File: src/rtl/alu_ctrl_pkg.sv
// Shared opcodes, FSM states and control-word bit positions for the ALU sequencer.
// ALU_CTRL_DIV_EN selects whether DIV is a legal opcode.
package alu_ctrl_pkg;

  localparam int CTRL_W = 12;

  localparam logic [2:0] OP_AND = 3'b000;
  localparam logic [2:0] OP_OR  = 3'b001;
  localparam logic [2:0] OP_XOR = 3'b010;
  localparam logic [2:0] OP_ADD = 3'b011;
  localparam logic [2:0] OP_SUB = 3'b100;
  localparam logic [2:0] OP_MUL = 3'b101;
  localparam logic [2:0] OP_DIV = 3'b110;
  localparam logic [2:0] OP_ILL = 3'b111;

  localparam int C_CLR_A  = 0;
  localparam int C_LD_Q   = 1;
  localparam int C_LD_M   = 2;
  localparam int C_ADD    = 3;
  localparam int C_SUB    = 4;
  localparam int C_SEL_2M = 5;
  localparam int C_LOGIC  = 6;
  localparam int C_ASHR2  = 7;
  localparam int C_SHL    = 8;
  localparam int C_SET_Q0 = 9;
  localparam int C_OUT_Q  = 10;
  localparam int C_OUT_A  = 11;

  typedef enum logic [3:0] {
    S_IDLE, S_LOAD, S_EXEC, S_MUL, S_DIV_SH, S_DIV_OP, S_DIV_FIX, S_OUT, S_DONE
  } state_t;

  // Opcodes rejected straight from IDLE; DIV only exists when the divider is built.
  function automatic logic op_is_illegal(input logic [2:0] op);
`ifdef ALU_CTRL_DIV_EN
    return (op == OP_ILL);
`else
    return (op == OP_ILL) || (op == OP_DIV);
`endif
  endfunction

endpackage

File: src/rtl/alu_iter_counter.sv
// Loadable down-counter for MUL/DIV iteration tracking; saturates at zero.
module alu_iter_counter #(
  parameter int CNT_W = 4
) (
  input  logic             clk,
  input  logic             reset,
  input  logic             load,
  input  logic [CNT_W-1:0] load_val,
  input  logic             dec,
  output logic [CNT_W-1:0] value,
  output logic             is_zero
);

  logic [CNT_W-1:0] r_value;

  always_ff @(posedge clk or negedge reset) begin
    if (!reset) begin
      r_value <= '0;
    end else if (load) begin
      r_value <= load_val;
    end else if (dec && (r_value != '0)) begin
      r_value <= r_value - 1'b1;
    end
  end

  assign value   = r_value;
  assign is_zero = (r_value == '0);

endmodule

File: src/rtl/alu_seq_ctrl.sv
// Multi-cycle ALU sequencer: logic/add/sub, radix-4 Booth MUL, non-restoring DIV.
// Define ALU_CTRL_DIV_EN to build the DIV states and divide-by-zero detection.
module alu_seq_ctrl
  import alu_ctrl_pkg::*;
#(
  parameter int WIDTH = 8,
  parameter int CNT_W = $clog2(2*WIDTH)
) (
  input  logic              clk,
  input  logic              reset,
  input  logic              begin_signal,
  input  logic [2:0]        op,
  input  logic [2:0]        booth,
  input  logic              A_msb,
  input  logic              m_zero,
  output logic [CTRL_W-1:0] c,
  output logic              busy,
  output logic              end_signal,
  output logic              err
);

  localparam logic [CNT_W-1:0] MUL_LOAD = CNT_W'(WIDTH/2 - 1);
  localparam logic [CNT_W-1:0] DIV_LOAD = CNT_W'(WIDTH - 1);

  state_t            r_state;
  state_t            w_state_next;
  logic [2:0]        r_op;
  logic              r_err;
  logic [CTRL_W-1:0] w_c;
  logic              w_cnt_load;
  logic [CNT_W-1:0]  w_cnt_load_val;
  logic              w_cnt_dec;
  logic [CNT_W-1:0]  w_cnt_value;
  logic              w_cnt_zero;
  logic              w_accept;
  logic              w_unused;

  assign w_accept = (r_state == S_IDLE) && begin_signal;

  alu_iter_counter #(.CNT_W(CNT_W)) u_iter_counter (
    .clk      (clk),
    .reset    (reset),
    .load     (w_cnt_load),
    .load_val (w_cnt_load_val),
    .dec      (w_cnt_dec),
    .value    (w_cnt_value),
    .is_zero  (w_cnt_zero)
  );

  always_ff @(posedge clk or negedge reset) begin
    if (!reset) begin
      r_state <= S_IDLE;
      r_op    <= OP_AND;
      r_err   <= 1'b0;
    end else begin
      r_state <= w_state_next;
      if (w_accept) begin
        r_op  <= op;
        r_err <= op_is_illegal(op);
      end
`ifdef ALU_CTRL_DIV_EN
      else if ((r_state == S_LOAD) && (r_op == OP_DIV) && m_zero) begin
        r_err <= 1'b1;
      end
`endif
    end
  end

  always_comb begin
    w_state_next   = r_state;
    w_c            = '0;
    w_cnt_load     = 1'b0;
    w_cnt_load_val = '0;
    w_cnt_dec      = 1'b0;
    case (r_state)
      S_IDLE: begin
        if (begin_signal) begin
          w_state_next = op_is_illegal(op) ? S_DONE : S_LOAD;
        end
      end
      S_LOAD: begin
        w_c[C_CLR_A] = 1'b1;
        w_c[C_LD_Q]  = 1'b1;
        w_c[C_LD_M]  = 1'b1;
        case (r_op)
          OP_MUL: begin
            w_cnt_load     = 1'b1;
            w_cnt_load_val = MUL_LOAD;
            w_state_next   = S_MUL;
          end
`ifdef ALU_CTRL_DIV_EN
          OP_DIV: begin
            w_cnt_load     = 1'b1;
            w_cnt_load_val = DIV_LOAD;
            w_state_next   = m_zero ? S_DONE : S_DIV_SH;
          end
`endif
          default: w_state_next = S_EXEC;
        endcase
      end
      S_EXEC: begin
        case (r_op)
          OP_ADD:  w_c[C_ADD]   = 1'b1;
          OP_SUB:  w_c[C_SUB]   = 1'b1;
          default: w_c[C_LOGIC] = 1'b1;
        endcase
        w_state_next = S_OUT;
      end
      S_MUL: begin
        // Radix-4 Booth recoding of {Q[1], Q[0], Q[-1]}.
        w_c[C_ASHR2] = 1'b1;
        case (booth)
          3'b001, 3'b010: w_c[C_ADD] = 1'b1;
          3'b011: begin
            w_c[C_ADD]    = 1'b1;
            w_c[C_SEL_2M] = 1'b1;
          end
          3'b100: begin
            w_c[C_SUB]    = 1'b1;
            w_c[C_SEL_2M] = 1'b1;
          end
          3'b101, 3'b110: w_c[C_SUB] = 1'b1;
          default: ;
        endcase
        if (w_cnt_zero) begin
          w_state_next = S_OUT;
        end else begin
          w_cnt_dec = 1'b1;
        end
      end
`ifdef ALU_CTRL_DIV_EN
      S_DIV_SH: begin
        w_c[C_SHL]   = 1'b1;
        w_state_next = S_DIV_OP;
      end
      S_DIV_OP: begin
        w_c[C_SET_Q0] = 1'b1;
        if (A_msb) w_c[C_ADD] = 1'b1;
        else       w_c[C_SUB] = 1'b1;
        if (w_cnt_zero) begin
          w_state_next = S_DIV_FIX;
        end else begin
          w_cnt_dec    = 1'b1;
          w_state_next = S_DIV_SH;
        end
      end
      S_DIV_FIX: begin
        // Negative remainder gets M added back once.
        w_c[C_ADD]   = A_msb;
        w_state_next = S_OUT;
      end
`endif
      S_OUT: begin
        w_c[C_OUT_Q] = 1'b1;
        w_c[C_OUT_A] = 1'b1;
        w_state_next = S_DONE;
      end
      S_DONE: w_state_next = S_IDLE;
      default: w_state_next = S_IDLE;
    endcase
  end

  assign c          = w_c;
  assign busy       = (r_state != S_IDLE);
  assign end_signal = (r_state == S_DONE);
  assign err        = r_err;

`ifdef ALU_CTRL_DIV_EN
  assign w_unused = ^w_cnt_value;
`else
  assign w_unused = ^{w_cnt_value, m_zero, A_msb};
`endif

endmodule

File: config.mk
export PLATFORM = sky130hd
export DESIGN_NAME = alu_seq_ctrl
export DESIGN_NICKNAME = d
export VERILOG_FILES = /design/src/rtl/alu_ctrl_pkg.sv /design/src/rtl/alu_iter_counter.sv /design/src/rtl/alu_seq_ctrl.sv
export SDC_FILE = /design/constraint.sdc
export NUM_CORES = 1
export LEC_CHECK = 0
export CORE_MARGIN = 1.5
export CORE_UTILIZATION = 50
export CTS_CLUSTER_DIAMETER = 120
export DETAILED_ROUTE_END_ITERATION = 7
export DONT_BUFFER_PORTS = 1
export PLACE_DENSITY_LB_ADDON = 0.3
export RECOVER_POWER = 100
export SLEW_MARGIN = 20
export SYNTH_ARGS = -nofsm -noshare
export SYNTH_HDL_FRONTEND = slang
export SYNTH_SLANG_ARGS = --single-unit
File: constraint.sdc
create_clock -name clk -period 2 [get_ports clk]
set_input_delay 0.1 -clock clk [delete_from_list [all_inputs] [get_ports clk]]
set_output_delay 0.1 -clock clk [all_outputs]
set_load 0.01 [all_outputs]
* Word-level counts from Yosys, hierarchy flattened
Index checks and enable logic that the tools add are counted.
** Word-level totals
- Word-level logic and storage cells :: 61
- Bits in registers :: 12
- Bits of input ports :: 11
** Operators by class
- Mux-type cells :: 25
- Equal/unequal tests :: 18
- Reduce and logical (&&, ||, !) cells :: 13
- $add $sub $neg :: 1
** Operators with widths (count)
- == test 3 bit, second input constant :: 7
- two-way mux 4 bit :: 5
- case mux 4 bit (5 select lines) :: 1
- two-way mux 1 bit :: 14
- == test 3 x 2 -> 1 bit, second input constant :: 3
- == test 4 x 2 -> 1 bit, second input constant :: 2
- zero test 4 bit :: 2
- nonzero test 4 bit :: 2
- two-way mux 2 bit :: 3
- OR reduction 3 bit :: 2
- == test 4 x 1 -> 1 bit, second input constant :: 1
- == test 4 x 3 -> 1 bit, second input constant :: 1
- == test 4 bit, second input constant :: 1
- case mux 2 bit (2 select lines) :: 1
- OR reduction 2 bit :: 2
- subtractor 4 x 1 -> 4 bit, second input constant :: 1
- == test 3 x 1 -> 1 bit, second input constant :: 1
- two-way mux 3 bit :: 1
- logical AND 1 bit :: 2
- != test 2 x 1 -> 1 bit, second input constant :: 1
- != test 2 bit, second input constant :: 1
- AND reduction 2 bit :: 1
- nonzero test 2 bit :: 1
- logical OR 1 bit :: 1

* Logic depth before layout (Yosys ltp)
Gate-level depths: netlist of the first run.
- Depth in word-level cells :: 6
- Depth in mapped cells :: 5

* By module
From an unflattened synthesis of the first run, not the netlist that was laid out.
** Unflattened totals
- Cells, all modules :: 95
- Area total of the unflattened synthesis :: 820.8 µm²
** Modules (own cells, without submodules)
- alu_seq_ctrl :: area each 568.0 µm², cells an instance 68, sequential area each 200.2 µm², instances 1
- alu_iter_counter :: area each 252.7 µm², cells an instance 27, sequential area each 100.1 µm², instances 1

* Worst setup path after synthesis of the first run
OpenSTA, ideal clock, no wires.
- Path kind :: register to register
- Start :: reg u_iter_counter.r_value[0] (netlist: u_iter_counter.value[0])
- End :: reg u_iter_counter.r_value[3] (netlist: u_iter_counter.value[3])
- Arrival :: 1393 ps
- Stages on the path, launching flop included :: 6
- Clock period less this slack :: 1518 ps
- Buffers on the path :: 0
- Required time :: 1875 ps
- Setup time :: 125 ps
- Path slack :: 482 ps
- Path through :: dfrtp_1 -> inv_1 -> ha_1 -> or3b_4 -> nand3_1 -> mux2_2
** On the way
- Cells in the longest elaborated chain, start to end :: 5
- Elaborated cells between the ends (all ways) :: 9
- Classes of those cells :: add/sub: 1; mux: 4; reduce/logical: 4
** Ends and longest elaborated chain
- start, declared :: line alu_iter_counter.sv:14 : logic [CNT_W-1:0] r_value;
- start signal, assigned :: line alu_iter_counter.sv:20 : r_value <= load_val;
- start signal, assigned :: line alu_iter_counter.sv:22 : r_value <= r_value - 1'b1;
- parallel branches: the longest is 5 deep, another holds subtractor 4 x 1 -> 4 bit
Several ways; the timed one is not identified. The select of a mux whose other input is x is not followed.
A chain may end at the register's enable or synchronous reset.

* Worst setup path after layout of the first run
- Start :: reg r_state[0]
- End :: out c[3]
** On the way
- Cells in the longest elaborated chain, start to end :: 2
- Elaborated cells between the ends (all ways) :: 3
- Classes of those cells :: eq/ne: 2; mux: 1
** Ends and longest elaborated chain
- start, declared :: line alu_seq_ctrl.sv:25 : state_t r_state;
- start signal, assigned :: line alu_seq_ctrl.sv:56 : r_state <= w_state_next;
- == test 4 x 2 -> 1 bit :: line alu_seq_ctrl.sv:75 : case (r_state)
- case mux 2 bit (2 select lines) * :: line alu_seq_ctrl.sv:75
- end, declared :: line alu_seq_ctrl.sv:16 : output logic [CTRL_W-1:0] c,
Every way passes the cells marked *; elsewhere a longest branch is shown, timed or not.

==> results of run 1 <==
-- power groups by stage --
stage / logic [mW] / clock network [mW] / registers (mW)
after floorplan: 0.643 / 0 / 0.444
after global placement: 0.575 / 0 / 0.537
after detailed placement: 0.590 / 0 / 0.541
after CTS: 0.604 / 0.152 / 0.535
after global routing: 0.614 / 0.160 / 0.534
final: 0.542 / 0.144 / 0.507
-- layout make-up --
cell class / count / area share, %
tap: 16 / 2.55
inverter: 6 / 2.87
sequential: 12 / 38.3
multi-input combinational: 55 / 47.7
clock buffer: 3 / 2.87
timing repair buffer: 5 / 5.74
-- cell usage in the layout, fill, tap and decap left out --
cell type / instances
clkbuf_2: 1
ha_1: 1
a21boi_0: 1
nand4_1: 1
nand2_1: 5
o311ai_0: 1
o21a_1: 1
a32o_1: 1
dfrtp_1: 12
and3b_1: 1
nand3_1: 5
or2_2: 1
conb_1: 2
or3_1: 1
nand4bb_1: 1
dlygate4sd3_1: 4
inv_1: 6
a31o_1: 1
and3_1: 1
clkbuf_4: 3
or3b_1: 2
nor2_1: 5
nand3b_1: 1
nor2b_1: 1
nor3_1: 4
nor3b_1: 2
a221oi_1: 2
mux2i_1: 1
o31ai_1: 1
mux2_2: 4
a21oi_1: 3
o21ai_0: 2
nor4b_2: 1
nor4b_1: 2
-- timing repair --
action | in CTS | in global routing
buffers inserted | 0 | 0
hold buffers | 4 | 0
endpoints found under the hold margin | 16 | 0
-- layer usage --
metal	up-vias	GRT usage, %
met5	-	0
met4	0	12.7
met3	4	2.98
met2	14	29.1
met1	273	23.1
li1	290	-
-- registers in the layout, summed over array words and instances, names as in the netlist --
register              count
r_state                   4
u_iter_counter.value      4
r_op                      3
err                       1
-- cells by family (layout without fill, tap and decap cells) --
group / Yosys count / in the layout / synth area share (%)
compound gates: 13 / 13 / 12.4
fa+ha+maj: 1 / 1 / 1.56
buf+inv: 14 / 14 / 11.3
flops: 12 / 12 / 37.6
mux: 5 / 5 / 6.89
other cells: 1 / 2 / 0.469
simple gates: 34 / 34 / 29.9
-- metrics by stage --
| stage | area (um2) | cells | hold WS [ns] | util [%] |
|---|---|---|---|---|
| 2_1_floorplan | 803 | 81 | -0.196 | - |
| 3_3_place_gp | 763 | 90 | -0.195 | 50.7 |
| 3_5_place_dp | 763 | 90 | -0.195 | 50.7 |
| 4_1_cts | 826 | 97 | 0.00407 | 54.8 |
| 5_1_grt | 785 | 97 | 0.0221 | 52.1 |
| 6_report | 785 | 97 | 0.00660 | 52.1 |
-- worst min path at each step --
stage / start / to / slack (ns) / cells past startpoint
after floorplan: reset / err / -0.20 / 0
after global placement: reset / u_iter_counter.value[2] / -0.20 / 0
after detailed placement: reset / u_iter_counter.value[2] / -0.20 / 0
after CTS: op[2] / r_state[3] / 0.004 / 2
after global routing: op[2] / r_state[3] / 0.02 / 2
final: op[2] / r_state[3] / 0.007 / 2
==> impl_metrics.toml, run 1 <==
[run_status]
status = "complete, no violations"

[worst_setup_path]
startpoint_type = "flop"
crit_arrival_ns = 1.69
r2r-start = "u_iter_counter.value[0]"
rr_endpoint = "r_state[3]"
crit_family = "simple AND/OR/NAND/NOR gates"
crit_fanout = 12
cp.required_ns = 1.90
cp-end-kind = "primary output"
crit_cells = 3
regToRegSetupSlack_ns = 0.32
cpMaxStageDelayCell = "dfrtp_1"
crit_type = "flop to primary output"
crit_start = "r_state[0]"
critPathMaxStageDelay_ns = 0.55
rr_worst_depth = 5
path_buf_inv = 0
cp_cell_sequence = "nand4bb_1, or3_1, o31ai_1"
crit_end = "c[3]"

[floorplanning]
die_y_um = 43.0
initial_core_util_pct = 53.1
coreArea_um2 = 1510
row_count = 14
fp.dieW_um = 43.0
io_pins = 26
die-area_um2 = 1850

[pwr]
switching_share_pct = 43.8
intPower_uw = 671
power.total_mw = 1.19
pwr-share-seq_pct = 42.5
clkPwrFrac_pct = 12.1
ir_drop_uv = 795
leakage_nw = 0.344
power.density_nw_per_um2 = 1520
comb_power_share_pct = 45.5
power_switching_uw = 522

[clock_network]
cts_resized = 0
insertion_delay_ns = 0.27
root_buffer = "clkbuf_4"
htree_levels = 1
cts_tree = "built"
cts_buffers = 3
clk_pin_slew_ns = 0.07
clockBufferDepth = 2
clock_sinks = 12

[finish]
regArea_um2 = 300
multi_input_area_um2 = 374
drive_gt1_share_pct = 12.3
fillers = 149
area_growth_pct = -1.88
num-nets-final = 95
num_antenna_cells = 0

[timing]
post-route-period-util_pct = 89.6
tightest_slew_ns = 0.542
fmax_mhz = 558
setup_ws_ns = 0.208
fin_crit_ns = 1.79
max-slew-margin-rel_pct = 63.7
setup_viol = 0
tns_ns = 0
finClkSkew_ns = 0.00171
drv_slew = 0
rsz0062_at_grt = "no"
finalHoldViolCount = 0

[route]
drt_pass1_iterations = 4
drtAntennaViolNets = 0
highest_layer = "met4"
routed-wl-met2_um = 685
wire_per_inst_um = 14.6
routed_via_density = 5.99
drt-initial-drc-count = 10
met3_length_um = 48
wl_met1_um = 641
finalWirelength_um = 1410
vias = 581
remaining_drc_errors = 0

[synthesis]
synth_edf_count = 0
ys_ff_latch = 12
synth_flop_cell = "dfrtp_1"
ys_types = 37
synth.area.top_cells = "dfrtp_1, buf_4, mux2_2"
synth_top_area_cell = "dfrtp_1"
yosysWarnings = 0
yosysTopAreaCellShare_pct = 37.6
synth_most_common_cell = "dfrtp_1"
async_reset_ff_share_pct = 100
syn_avg_cell_area_um2 = 9.99
synth_common_cells = "dfrtp_1, buf_4, inv_1, nand2_1, nand3_1"
postSynthCellCount = 80
syn-cell-area_um2 = 800
synth_seq_area_share_pct = 37.6

[global_route]
grt_overflow = 0
antenna_found_initial = 0
grt_pass1_vias = 564
gr-usage-all-layers_pct = 18.6
grt_pass1_wl_um = 2470
grt_max_degree = 13

[job]
cap_violations = 0

[place]
hpwl_um = 1070
place_congestion = 0.840
numPortBuffers = 0
place_ws_ns = 0.367

[hold_path]
min_path_type = "input port to flop"
(Power assumes the default switching activity.)
==> run 2: changes to the inputs <==
- ABC_AREA: unset -> 1
==> impl_metrics.toml, run 2 <==
[clock_network]
clk_pin_slew_ns = 0.08
clock_sinks = 12
clockBufferDepth = 2
cts_setup_buffers = 0
cts_tree = "built"
cts_buffers = 3
insertion_delay_ns = 0.28
htree_levels = 1
root_buffer = "clkbuf_4"

[synthesis]
yosysTopAreaCellShare_pct = 37.9
postSynthCellCount = 113
syn_avg_cell_area_um2 = 7.02
synth_edf_count = 0
synth_most_common_cell = "nand2_1"
syn-cell-area_um2 = 793
synth_common_cells = "nand2_1, nor2_1, inv_1, nand3_1, dfrtp_1"
async_reset_ff_share_pct = 100
synth_seq_area_share_pct = 37.9
synth_top_area_cell = "dfrtp_1"
synth_flop_cell = "dfrtp_1"
synth.area.top_cells = "dfrtp_1, nand2_1, nand3_1"
ys_ff_latch = 12
yosysWarnings = 0
ys_types = 20

[worst_setup_path]
cp.required_ns = 2.21
rr_endpoint = "r_state[3]"
crit_arrival_ns = 1.97
regToRegSetupSlack_ns = 0.24
rr_worst_depth = 6
cpMaxStageDelayCell = "dlygate4sd3_1"
crit_family = "buffers and inverters"
critPathMaxStageDelay_ns = 0.56
r2r-start = "r_state[1]"
startpoint_type = "flop"
cp-end-kind = "flop"
cp_cell_sequence = "nor2_2, nand2_1, inv_1, nand3_1, dlygate4sd3_1, a21oi_1"
crit_fanout = 7
path_buf_inv = 2
crit_type = "flop to flop"

[place]
numPortBuffers = 0
place_congestion = 0.786
hpwl_um = 1170

[hold_path]
whs_path_depth = 2
min_path_type = "input port to flop"
worstHoldStart = "op[1]"
whs_endpoint = "err"

[pwr]
comb_power_share_pct = 50.3
intPower_uw = 696
clkPwrFrac_pct = 14.5
power.density_nw_per_um2 = 1560
power.total_mw = 1.34
switching_share_pct = 48.0
pwr-share-seq_pct = 35.2
leakage_nw = 0.466
ir_drop_uv = 769
power_switching_uw = 643

[timing]
tightest_slew_ns = 0.530
fin_crit_ns = 1.76
rsz0062_at_grt = "no"
post-route-period-util_pct = 88.1
setup_viol = 0
drv_slew = 0
tns_ns = 0
fmax_mhz = 567
finalHoldViolCount = 0
max-slew-margin-rel_pct = 64.6
finClkSkew_ns = 0.00911

[finish]
multi_input_area_um2 = 370
area_growth_pct = 8.04
final_common_cell = "nand2_1"
final_cell_mix = "nand2_1, nor2_1, inv_1"
num-nets-final = 134
fin_util_pct = 57.6
regArea_um2 = 300
fillers = 151
num_antenna_cells = 0
drive_gt1_share_pct = 6.61

[floorplanning]
initial_core_util_pct = 53.3
coreArea_um2 = 1490
die_y_um = 42.8
io_pins = 26
fp.dieW_um = 42.8
row_count = 14
die-area_um2 = 1830

[route]
drt-initial-drc-count = 17
highest_layer = "met4"
met3_length_um = 95
wire_per_inst_um = 11.6
drt_pass1_iterations = 4
drtAntennaViolNets = 0
routed-wl-met2_um = 718
remaining_drc_errors = 0
wl_met1_um = 747
routed_via_density = 5.12
vias = 701
finalWirelength_um = 1590

[global_route]
gr-usage-all-layers_pct = 19.3
grt_max_degree = 13
grt_pass1_wl_um = 2570
antenna_found_initial = 0
grt_overflow = 0
grt_pass1_vias = 654

[job]
cap_violations = 0

[run_status]
status = "complete, no violations"
-- run 2: changes by cell type after synthesis, sizes merged, moves of 3 or more --
| cell | before | now |
|---|---|---|
| inv | 6 | 15 |
| nand3 | 5 | 13 |
| nor4b | 3 | 0 |
| buf | 8 | 5 |
| mux2 | 4 | 0 |
| nor2 | 5 | 20 |
| nand2 | 5 | 34 |
-- run 2: layout make-up --
type / count / area share, %
multi-input combinational: 82 / 43.2
sequential: 12 / 35.0
timing repair buffer: 8 / 8.61
inverter: 15 / 6.57
clock buffer: 4 / 4.23
tap: 16 / 2.34
-- run 2: routing by layer --
metal | track usage, % | up-vias
met3 | 2.98 | 4
met2 | 31.2 | 20
met5 | 0 | -
met1 | 24.0 | 312
met4 | 11.3 | 0
li1 | - | 365
-- run 2: power groups by stage --
stage,sequential (mW),clock [mW],combinational (mW)
after global routing,0.490,0.206,0.776
after detailed placement,0.480,0,0.721
after global placement,0.472,0,0.703
after floorplan,0.454,0,0.643
final,0.472,0.194,0.673
after CTS,0.475,0.197,0.749
-- run 2: worst max-delay path by stage --
stage               cells after the start                      end               startpoint
floorplan                               6  u_iter_counter.value[2]               r_state[3]
global placement                        6               r_state[3]  u_iter_counter.value[0]
detailed placement                      6               r_state[3]  u_iter_counter.value[0]
CTS                                     6               r_state[3]               r_state[1]
global route                            6               r_state[3]               r_state[1]
finish                                  6               r_state[3]               r_state[1]
-- run 2: logic make-up (layout without fill, tap and decap cells) --
group                    Yosys count  in the layout  synth area share, %
adder cells (fa/ha/maj)            1              1                 1.58
AO/OA/AOI/OAI                      8              8                 5.36
XOR/XNOR                           1              1                 1.10
other                              1              2                0.473
flip-flops                        12             12                 37.9
buffers and inverters             20             27                 11.8
AND/OR/NAND/NOR                   70             70                 41.8
-- run 2: through the flow --
step	cells	cell area (um2)	setup slack [ns]	hold slack (ns)
global placement	126	787	0.766	-0.195
floorplan	114	797	0.820	-0.196
CTS	137	893	0.260	0.00543
detailed placement	126	787	0.738	-0.195
global route	137	857	0.106	0.0104
finish	137	857	0.238	0.00733
-- run 2: repair_timing --
action,4_1_cts,5_1_grt
gates resized for setup,0,0
hold buffers,7,0
hold endpoints to repair,17,0
